<file path="config.mk">
export PLATFORM = sky130hd
export DESIGN_NAME = lin2lns_conv
export DESIGN_NICKNAME = d
export VERILOG_FILES = /design/src/rtl/lns_pkg.sv /design/src/rtl/lns_lod.sv /design/src/rtl/lin2lns_conv.sv
export SDC_FILE = /design/constraint.sdc
export NUM_CORES = 1
export LEC_CHECK = 0
export CORE_ASPECT_RATIO = 1.75
export CORE_MARGIN = 5
export CORE_UTILIZATION = 40
export DETAILED_ROUTE_END_ITERATION = 6
export GPL_TIMING_DRIVEN = 0
export PLACE_DENSITY = 0.52
export SLEW_MARGIN = 20
export SYNTH_ARGS = -nofsm -noshare
export SYNTH_HDL_FRONTEND = slang
export SYNTH_HIERARCHICAL = 1
export SYNTH_SLANG_ARGS = --single-unit
</file>
<file path="constraint.sdc">
create_clock -name clk -period 14.3 [get_ports clk]
set_input_delay 3.575 -clock clk [delete_from_list [all_inputs] [get_ports clk]]
set_output_delay 3.575 -clock clk [all_outputs]
set_load 0.02 [all_outputs]
</file>
<file path="src/rtl/lns_pkg.sv">
// Shared LNS definitions: word widths, saturation limits, the lns_t result word and the encoder FSM states.
// LIN2LNS_ROUND_EN adds a guard iteration for round-half-up results.
package lns_pkg;

   localparam int unsigned LIN_W    = 16;
   localparam int unsigned LIN_FRAC = 8;
   localparam int unsigned LOG_W    = 11;
   localparam int unsigned LOG_FRAC = 7;
   localparam int unsigned POS_W    = 4;
   localparam int unsigned INT_W    = 5;
   localparam int unsigned CNT_W    = 4;
`ifdef LIN2LNS_ROUND_EN
   localparam int unsigned ITER_N   = LOG_FRAC + 1;
`else
   localparam int unsigned ITER_N   = LOG_FRAC;
`endif
   localparam int LOG_MAX = 1023;
   localparam int LOG_MIN = -1024;

   typedef struct packed {
      logic                    sign;
      logic                    zero;
      logic signed [LOG_W-1:0] log;
   } lns_t;

   typedef enum logic [1:0] {IDLE, NORM, ITER, DONE} state_t;

endpackage

</file>
<file path="src/rtl/lns_lod.sv">
// Leading-one detector and normalizer: returns the MSB position, the 1.15 left-aligned mantissa and a zero flag.
module lns_lod
   import lns_pkg::*;
(
   input  logic [LIN_W-1:0] mag,
   output logic [POS_W-1:0] pos,
   output logic [LIN_W-1:0] mant,
   output logic             zero
);

   always_comb begin
      pos  = '0;
      zero = (mag == '0);
      for (int i = 0; i < LIN_W; i++) begin
         if (mag[i]) pos = POS_W'(i);
      end
      // A zero input is normalized to 1.0 so the squaring loop stays benign.
      if (zero) mant = {1'b1, (LIN_W-1)'(0)};
      else      mant = mag << (POS_W'(LIN_W-1) - pos);
   end

endmodule

</file>
<file path="src/rtl/lin2lns_conv.sv">
// Sequential linear-to-LNS encoder: LOD for the integer log, then one fractional bit per cycle by mantissa squaring.
// LIN2LNS_ROUND_EN: one extra guard iteration and round-half-up with saturation (latency 10 instead of 9).
module lin2lns_conv
   import lns_pkg::*;
(
   input  logic             clk,
   input  logic             rst,
   input  logic             in_valid,
   output logic             in_ready,
   input  logic             in_sign,
   input  logic [LIN_W-1:0] in_mag,
   output logic             out_valid,
   input  logic             out_ready,
   output logic             out_sign,
   output logic             out_zero,
   output logic [LOG_W-1:0] out_log
);

   localparam logic signed [LOG_W+1:0] SAT_HI = (LOG_W+2)'(LOG_MAX);
   localparam logic signed [LOG_W+1:0] SAT_LO = (LOG_W+2)'(LOG_MIN);

   state_t                    state, state_n;
   logic                      accept, norm, iter, publish, done_ack;
   logic [LIN_W-1:0]          mag_q, m_q, m_next, lod_mant;
   logic [POS_W-1:0]          lod_pos;
   logic                      lod_zero;
   logic                      sign_q, zero_q, sq_bit;
   logic signed [INT_W-1:0]   int_q;
   logic [ITER_N-1:0]         frac_q;
   logic [CNT_W-1:0]          cnt_q;
   logic [2*LIN_W-1:0]        prod;
   logic signed [LOG_W+1:0]   res_base, res_wide;
   logic signed [LOG_W-1:0]   res_sat;
   lns_t                      res_q;

   lns_lod u_lod (
      .mag  (mag_q),
      .pos  (lod_pos),
      .mant (lod_mant),
      .zero (lod_zero)
   );

   // One squaring step: a product >= 2 yields a 1 bit and renormalizes by one position.
   always_comb begin
      prod   = (2*LIN_W)'(m_q) * (2*LIN_W)'(m_q);
      sq_bit = prod[2*LIN_W-1];
      m_next = sq_bit ? prod[2*LIN_W-1 -: LIN_W] : prod[2*LIN_W-2 -: LIN_W];
   end

   // Assemble int_part*128 + frac, optionally round on the guard bit, then saturate.
   always_comb begin
      res_base = $signed({{(LOG_W+2-INT_W-LOG_FRAC){int_q[INT_W-1]}}, int_q,
                          frac_q[ITER_N-1 -: LOG_FRAC]});
`ifdef LIN2LNS_ROUND_EN
      res_wide = res_base + $signed({{(LOG_W+1){1'b0}}, frac_q[0]});
`else
      res_wide = res_base;
`endif
      res_sat = LOG_W'(res_wide);
      if (res_wide > SAT_HI)      res_sat = LOG_W'(SAT_HI);
      else if (res_wide < SAT_LO) res_sat = LOG_W'(SAT_LO);
   end

   always_ff @(posedge clk) begin
      if (rst) state <= IDLE;
      else     state <= state_n;
   end

   always_comb begin
      state_n  = state;
      accept   = 1'b0;
      norm     = 1'b0;
      iter     = 1'b0;
      publish  = 1'b0;
      done_ack = 1'b0;
      case (state)
         IDLE: if (in_valid && in_ready) begin
            accept  = 1'b1;
            state_n = NORM;
         end
         NORM: begin
            norm    = 1'b1;
            state_n = ITER;
         end
         ITER: begin
            iter = 1'b1;
            if (cnt_q == CNT_W'(1)) state_n = DONE;
         end
         DONE: begin
            if (!out_valid) publish = 1'b1;
            else if (out_ready) begin
               done_ack = 1'b1;
               state_n  = IDLE;
            end
         end
         default: state_n = IDLE;
      endcase
   end

   always_ff @(posedge clk) begin
      if (rst) begin
         in_ready  <= 1'b1;
         out_valid <= 1'b0;
         res_q     <= '0;
         mag_q     <= '0;
         m_q       <= '0;
         sign_q    <= 1'b0;
         zero_q    <= 1'b0;
         int_q     <= '0;
         frac_q    <= '0;
         cnt_q     <= '0;
      end else begin
         in_ready <= (state_n == IDLE);
         if (accept) begin
            mag_q  <= in_mag;
            sign_q <= in_sign;
         end
         if (norm) begin
            m_q    <= lod_mant;
            zero_q <= lod_zero;
            int_q  <= lod_zero ? '0 : $signed(INT_W'(lod_pos) - INT_W'(LIN_FRAC));
            frac_q <= '0;
            cnt_q  <= CNT_W'(ITER_N);
         end
         if (iter) begin
            m_q    <= m_next;
            frac_q <= {frac_q[ITER_N-2:0], sq_bit};
            cnt_q  <= cnt_q - CNT_W'(1);
         end
         if (publish) begin
            out_valid  <= 1'b1;
            res_q.sign <= sign_q;
            res_q.zero <= zero_q;
            res_q.log  <= zero_q ? '0 : res_sat;
         end
         if (done_ack) out_valid <= 1'b0;
      end
   end

   assign out_sign = res_q.sign;
   assign out_zero = res_q.zero;
   assign out_log  = res_q.log;

endmodule

</file>
Word-level counts from Yosys, hierarchy flattened
Cells that the tools add are included.
Word-level totals
  register bits after elaboration: 67
  output and inout port bits: 15
  logic and storage cells: 71
Operators by class
  $add $sub $neg: 3
  multiply operators: 1
  $lt $le $gt $ge: 2
  equality and inequality tests: 4
  shifts and indexed selects: 1
  mux-type cells: 41
  reductions and logical operators: 6
Operators with widths (count)
  $mux 16: 4
  $mux 4: 10
  $mux 11: 3
  $mul 16x16->32: 1
  $logic_not 16->1: 1
  $shl 16x4->16: 1
  $mux 7: 2
  $gt 12x11->1 const B: 1
  $lt 12x11->1 const B: 1
  $mux 2: 6
  $mux 3: 4
  $mux 1: 10
  $pmux 2 s4: 1
  $mux 5: 1
  $sub 4x4->5 const B: 1
  $eq 2x2->1 const B: 2
  $eq 4x1->1 const B: 1
  $logic_not 2->1: 2
  $sub 4x1->4 const B: 1
  $sub 4x4->4 const A: 1
  $eq 2x1->1 const B: 1
  $reduce_bool 2->1: 1
  $reduce_or 2->1: 1
  $logic_and 1x1->1: 1

Longest topological paths before layout
Gate-level depths: netlist of run 1.
  word-level depth: 20
  mapped depth: 26
  depth with buffers taken out: 24

By module
Netlist of run 1, hierarchy kept.
Modules (own cells, without submodules)
  lin2lns_conv: times used 1, cells an instance 1177, area each 10161.0 um^2
  lns_lod: times used 1, cells an instance 143, area each 929.6 um^2

Worst setup path after synthesis of run 1
Ideal clock, no wire load.
  path kind: register to register
  from: register m_q[4]
  to: register m_q[6]
  arrival time: 6.141 ns
  data required time: 14.240 ns
  setup slack: 8.100 ns
  cell stages (with the launch flop): 23
  period minus slack after synthesis: 6.200 ns
  cell sequence: dfxtp_1 clkbuf_1 clkbuf_1 nand2_1 fa_1 fa_1 inv_1 fa_1 fa_1 fa_1 inv_1 fa_1 inv_1 ha_1 a21o_1 a221o_1 a221o_1 a21oi_2 o21ai_2 xor2_1 nor2_1 a221oi_1 a22o_1
Between the ends
  longest elaborated chain between the ends: 3
RTL lines
  from (decl): RTL line lin2lns_conv.sv:24  | logic [LIN_W-1:0] mag_q, m_q, m_next, lod_mant;
  from (signal assigned): RTL line lin2lns_conv.sv:119  | m_q <= lod_mant;
  from (signal assigned): RTL line lin2lns_conv.sv:126  | m_q <= m_next;
  $mul 16x16->32: RTL line lin2lns_conv.sv:45  | prod = (2*LIN_W)'(m_q) * (2*LIN_W)'(m_q);
  $mux 16: RTL line lin2lns_conv.sv:47  | m_next = sq_bit ? prod[2*LIN_W-1 -: LIN_W] : prod[2*LIN_W-2 -: LIN_W];
  $mux 16: RTL line lin2lns_conv.sv:125  | if (iter) begin
Every way passes these cells.
A chain may end at the register's enable or synchronous reset.

Worst setup path in the final report of run 1
  from: register m_q[4]
  to: register m_q[14]
The elaborated chain is that of the path after synthesis.

==> results.json, run 1 <==
{
  "status": "finished clean",
  "cap_viol_max_count": 0,
  "crit_buf_inv": 6,
  "fin_crit_ps": 7720,
  "grt_use_total_pct": 20.6,
  "endpoint_kind": "flip-flop",
  "synthTopCellsByArea": "fa_1 (29%), ha_1 (12%), dfxtp_1 (12%)",
  "path_delay_family": "adder cells",
  "avgSynthCellArea_sq_um": 8.40,
  "cts_buffer_depth": 2,
  "synth-seq-cells": 66,
  "die_area_sq_mm": 0.0313,
  "p_switching_uw": 661,
  "ios": 36,
  "power.leakage_nw": 6.13,
  "finalSetupViolations": 0,
  "clock_sink_count": 66,
  "syn_inst": 1320,
  "avgRoutedWirePerCell_microns": 17.8,
  "synth.largest_area_cell": "fa_1",
  "viasPerCell": 5.15,
  "min_path_cells": 2,
  "cts_buffers": 9,
  "vias": 8958,
  "fp.dieW_microns": 136,
  "cts_resized": 0,
  "rows": 80,
  "grt_max_degree": 14,
  "clk_latency_ps": 350,
  "pwr-share-clk_pct": 20.0,
  "drc": 0,
  "rrSetupSlack_ps": 6580,
  "grt_pass1_wl_mm": 50.4,
  "firstDrtPassIters": 5,
  "r2r_cells": 22,
  "finalSetupTns_ps": 0,
  "critPathMostFrequentCell": "fa_1",
  "netlist_area_sq_mm": 0.0111,
  "pwr-share-comb_pct": 59.6,
  "ant_nets": 0,
  "hp-class": "flip-flop to flip-flop",
  "num_antenna_cells": 0,
  "clk_root_buffer_cell": "clkbuf_16",
  "rsz0062_at_grt": "no",
  "synth_cell_type_count": 92,
  "hpwl_mm": 26.4,
  "timing.fmax_mhz": 130,
  "cp_max_fo": 10,
  "htreeDepth": 3,
  "tightestPinTransition_ps": 1040,
  "intPower_uw": 665,
  "overflow": 0,
  "syn_to_final_growth_pct": 10.4,
  "start_util_pct": 40.6,
  "drt_iter0_markers": 345,
  "grt_pass1_vias": 9780,
  "antenna_found_initial": 0,
  "cts_hold_buf": 0,
  "fin_crit_sh_pct": 54.0,
  "cp.required_ps": 14550,
  "pwr-share-seq_pct": 20.4,
  "drt-total-wl_mm": 31.0,
  "fin_util_pct": 44.8,
  "maxSlewViolCount": 0,
  "p_sw_share_pct": 49.9,
  "arrival_ps": 7970,
  "ys_async_sr_fraction_pct": 0,
  "nets": 1655,
  "drive_gt1_share_pct": 5.99,
  "cp_slowest_stage_delay_ps": 590,
  "max-vdd-ir-drop_mv": 0.116,
  "finalHoldViolations": 0,
  "cts_tree": "built",
  "crit_type": "flip-flop to flip-flop",
  "core_region_area_sq_mm": 0.0273,
  "slew_headroom_pct": 30.1,
  "yosysWarnings": 6,
  "p_per_area_mw_per_mm2": 108,
  "gp_congestion": 0.921,
  "fin_worst_skew_ps": 7.77,
  "path_cells": "clkbuf_1 > clkbuf_1 > nand2_1 > fa_1 > fa_1 > inv_1 > fa_1 > fa_1 > fa_1 > inv_1 > fa_1 > inv_1 > ha_1 > and3_1 > and4_1 > a221oi_2 > a21oi_2 > a21oi_4 > xor2_1 > buf_4 > nand3_1 > o221ai_1",
  "chipHeight_microns": 230,
  "crit_slowest_cell": "clkbuf_1",
  "portBuffers": 34,
  "path_depth": 22,
  "synth_flop_cell": "dfxtp_1",
  "synth_top_area_share_pct": 29.1,
  "clk_pin_slew_worst_paths_ps": 60,
  "cp-start-kind": "flip-flop",
  "yosysSeqAreaShare_pct": 11.9,
  "synth_edf_count": 0,
  "post_cts_buffers": 0,
  "synth_nets": 1610
}
[worst reg2reg max path, delay by kind of cell, from the launching register on]
kind | cells | cell delay (ps)
XOR/XNOR | 1 | 460
flip-flops | 1 | 400
buffers and inverters | 6 | 1610
AND/OR/NAND/NOR | 4 | 740
AO/OA/AOI/OAI | 4 | 880
adder cells (fa/ha/maj) | 7 | 3550
[worst paths after layout]
path,start,endpoint
hold / removal,out_log[4]$_SDFFE_PP0P_,out_log[4]$_SDFFE_PP0P_
hold reg to reg,out_log[4]$_SDFFE_PP0P_,out_log[4]$_SDFFE_PP0P_
setup / recovery,m_q[4]$_SDFFE_PP0P_,m_q[14]$_SDFFE_PP0P_
setup reg to reg,m_q[4]$_SDFFE_PP0P_,m_q[14]$_SDFFE_PP0P_
[stage by stage]
step | cells | hold WS (ps) | setup slack, ps | total power [mW] | area (sq um)
after floorplan | 1320 | 432 | 8100 | 0.798 | 11100
after global placement | 1723 | 443 | 6510 | 1.06 | 11900
after detailed placement | 1723 | 443 | 6540 | 1.06 | 11900
after CTS | 1739 | 458 | 6490 | 1.34 | 12200
after global routing | 1739 | 476 | 6210 | 1.42 | 12200
final | 1739 | 453 | 6580 | 1.33 | 12200
[cell usage after synthesis, drive strengths merged, types with 10 or more instances]
master / number
xor2: 11
clkbuf: 42
nand4: 10
fa: 161
nor2: 67
nand3: 27
a21o: 15
and2: 41
buf: 13
o21ai: 27
xnor2: 18
nand2: 176
nand3b: 13
inv: 272
a21oi: 78
dfxtp: 66
nor2b: 14
ha: 108
[cell type report]
type | count | area (sq um)
Fill cell | 2800 | 15100
Multi-Input combinational cell | 926 | 8450
Sequential cell | 66 | 1320
Inverter | 273 | 1020
Tap cell | 369 | 462
Timing Repair Buffer | 34 | 340
Buffer | 55 | 293
Clock buffer | 9 | 225
Clock inverter | 7 | 125
[per-layer routing]
metal	wire [microns]	GRT usage, %	share of wire (%)
met5	0	0	0
met4	1550	9.68	5.0
met3	697	1.82	2.2
met2	17600	40.8	57
met1	11100	21.1	36
[state kept, by name, indices dropped and copies added (netlist names), 2 cells and up]
signal and cells:
int_q 4, cnt_q 4, state 2, mag_q 16
m_q 16, out_log 11, frac_q 7
[power by group through the flow]
stage	combinational (mW)	clock, mW	sequential (mW)
after detailed placement	0.787	0	0.276
after CTS	0.796	0.271	0.272
after global routing	0.868	0.278	0.278
after floorplan	0.547	0	0.251
after global placement	0.786	0	0.276
final	0.791	0.265	0.271
[kinds of logic after synthesis]
group | count (synthesis) | share of synthesized area, %
flip-flops | 66 | 11.9
other | 1 | 0.0338
adder cells (fa/ha/maj) | 269 | 41.2
AND/OR/NAND/NOR | 385 | 16.4
AO/OA/AOI/OAI | 225 | 14.5
buffers and inverters | 328 | 11.9
multiplexers | 17 | 1.66
XOR/XNOR | 29 | 2.36
[layout by cell type, fill, tap and decap left out, drive strengths merged, types with 9 or more instances in the layout]
master         instances
xor2                  11
clkdlybuf4s50         34
o21ai                 27
inv                  274
a22oi                  9
fa                   161
nand3                 27
ha                   108
mux2i                  9
clkbuf                51
buf                   13
dfxtp                 66
o21a                   9
nand3b                13
nand2                176
nor2b                 14
and2                  41
a21o                  15
xnor2                 18
a21oi                 78
nor2                  67
nand4                 10
Power figures use the tool's default switching activity.
==> run 2: changes to the inputs <==
PLACE_DENSITY = 0.54   (was 0.52)
clock period = 6.3 ns   (was 14.3 ns; I/O delays follow)
==> run 2 against run 1 <==
  * Routed wire length increased by 7.3%
  * First-iteration DRC count decreased by 19%
  * Global-route usage increased by 1.3 points
  * Non-clock buffer count increased by 67
  * Design area increased by 11%
  * Hold slack got worse by 1.2 ps
  * Clock power increased by 82%
  * Clock skew decreased by 1.1 ps
  * Flip-flop and latch count unchanged
  * Via count increased by 4.1%
  * Critical path depth unchanged
  * Largest cell class unchanged
  * Highest routed layer unchanged
==> results.json, run 2 (synthesis gave the netlist of run 1 again) <==
{
  "status": "finished clean",
  "fin_ws_ps": 114,
  "slew_headroom_pct": 37.9,
  "nets": 1722,
  "area.sequential_sq_mm": 0.00138,
  "ant_nets": 0,
  "grt_max_degree": 12,
  "hold_slack_ps": 452,
  "tightestPinTransition_ps": 924,
  "n_fill_cell": 2678,
  "ios": 36,
  "cts_tree": "built",
  "finalSetupViolations": 0,
  "syn_to_final_growth_pct": 22.1,
  "gp_congestion": 0.904,
  "grt_use_total_pct": 21.9,
  "firstDrtPassIters": 4,
  "crit_path_end": "m_q[4]$_SDFFE_PP0P_",
  "rsz0062_at_grt": "yes",
  "final_cell_area_sq_mm": 0.0135,
  "cts_buffer_depth": 2,
  "layout_commonest_cell": "inv_1",
  "cts_buffers": 9,
  "overflow": 0,
  "drt-total-wl_mm": 33.2,
  "hp-class": "flip-flop to flip-flop",
  "clock_sink_count": 66,
  "rrSetupSlack_ps": 110,
  "r2r_start": "m_q[10]$_SDFFE_PP0P_",
  "clk_pin_slew_worst_paths_ps": 60,
  "antenna_found_initial": 0,
  "p_total_mw": 3.27,
  "cp-start-kind": "flip-flop",
  "core_region_area_sq_mm": 0.0273,
  "multiInputGateArea_sq_mm": 0.00885,
  "hpwl_mm": 26.6,
  "fin_util_pct": 49.6,
  "finalSetupTns_ps": 0,
  "drc": 0,
  "fin_crit_sh_pct": 98.2,
  "maxSlewViolCount": 0,
  "clk_latency_ps": 350,
  "startpoint": "m_q[10]$_SDFFE_PP0P_",
  "endpoint_kind": "flip-flop",
  "num_antenna_cells": 0,
  "cp_max_fo": 5,
  "chipHeight_microns": 230,
  "dp_slack_ps": -1460,
  "fin_worst_skew_ps": 6.71,
  "dp_cells": 1723,
  "die_area_sq_mm": 0.0313,
  "fp.dieW_microns": 136,
  "power.leakage_nw": 6.65,
  "htreeDepth": 3,
  "fin_cells": 1805,
  "viasPerCell": 5.17,
  "p_per_area_mw_per_mm2": 241,
  "fin_crit_ps": 6190,
  "timing.fmax_mhz": 162,
  "max-vdd-ir-drop_mv": 0.288,
  "cp.required_ps": 6560,
  "r2r_end": "m_q[4]$_SDFFE_PP0P_",
  "arrival_ps": 6450,
  "vias": 9325,
  "final_cell_mix": "inv_1 (250), nand2_1 (162), fa_1 (156)",
  "start_util_pct": 40.6,
  "portBuffers": 34,
  "clk_root_buffer_cell": "clkbuf_16",
  "crit_type": "flip-flop to flip-flop",
  "r2r_cells": 22,
  "place_area_sq_mm": 0.0119,
  "drive_gt1_share_pct": 18.2,
  "avgRoutedWirePerCell_microns": 18.4,
  "rows": 80,
  "grt_pass1_wl_mm": 53.2,
  "grt_pass1_vias": 10000,
  "cap_viol_max_count": 0,
  "drt_iter0_markers": 280,
  "finalHoldViolations": 0
}
-- run 2: critical path: stages (launching register included) --
cell and delay (ps):
dfxtp_4 380, buf_4 150, and2_1 190, fa_1 530, inv_1 50, fa_1 530
inv_1 50, fa_1 530, fa_1 450, fa_1 490, inv_1 50, fa_1 500
inv_1 80, ha_4 260, a21o_1 190, a221o_1 360, a221o_1 330, a21oi_2 190
buf_4 140, xor2_1 50, and2_1 170, mux2_4 280, o21ai_4 140
-- run 2: area by class of cell --
type | count | area share [%]
clock buffers | 11 | 1.87
inverters | 273 | 7.68
multi-input cells | 926 | 65.4
clock inverters | 4 | 0.194
flip-flops and latches | 66 | 10.2
plain buffers | 50 | 3.98
repair buffers | 106 | 7.34
well taps | 369 | 3.41
-- run 2: how the worst min path moves through the flow --
stage	startpoint	endpoint	slack (ps)	cells past startpoint
after detailed placement	out_log[9]$_SDFFE_PP0P_	out_log[9]$_SDFFE_PP0P_	450	2
final	out_log[8]$_SDFFE_PP0P_	out_log[8]$_SDFFE_PP0P_	450	2
after global placement	out_log[4]$_SDFFE_PP0P_	out_log[4]$_SDFFE_PP0P_	440	2
after CTS	out_log[8]$_SDFFE_PP0P_	out_log[8]$_SDFFE_PP0P_	460	2
after global routing	out_log[9]$_SDFFE_PP0P_	out_log[9]$_SDFFE_PP0P_	470	2
after floorplan	sign_q$_SDFFE_PP0P_	out_sign$_SDFFE_PP0P_	430	2
-- run 2: timing repair --
| item | in CTS | in global routing |
|---|---|---|
| setup buffers | 45 | 27 |
| cloned | 0 | 1 |
| setup endpoints to repair | 17 | 17 |
| resized for setup | 137 | 74 |
| hold buffers | 0 | 0 |
| pin swaps | 31 | 49 |
-- run 2: metal layers --
metal  vias to the layer above  GRT usage, %  wire [microns]
met5                         -             0               0
met4                         0          10.4            1840
met3                        85          1.71             713
met2                       185          43.9           19100
met1                      4604          22.0           11600
li1                       4451             -               -
-- run 2: report_power, final --
group / leakage, nW / internal [mW] / total, mW / switching (mW)
combinational: 5.97 / 0.873 / 2.14 / 1.27
clock: 0.138 / 0.285 / 0.483 / 0.197
sequential: 0.548 / 0.508 / 0.643 / 0.136
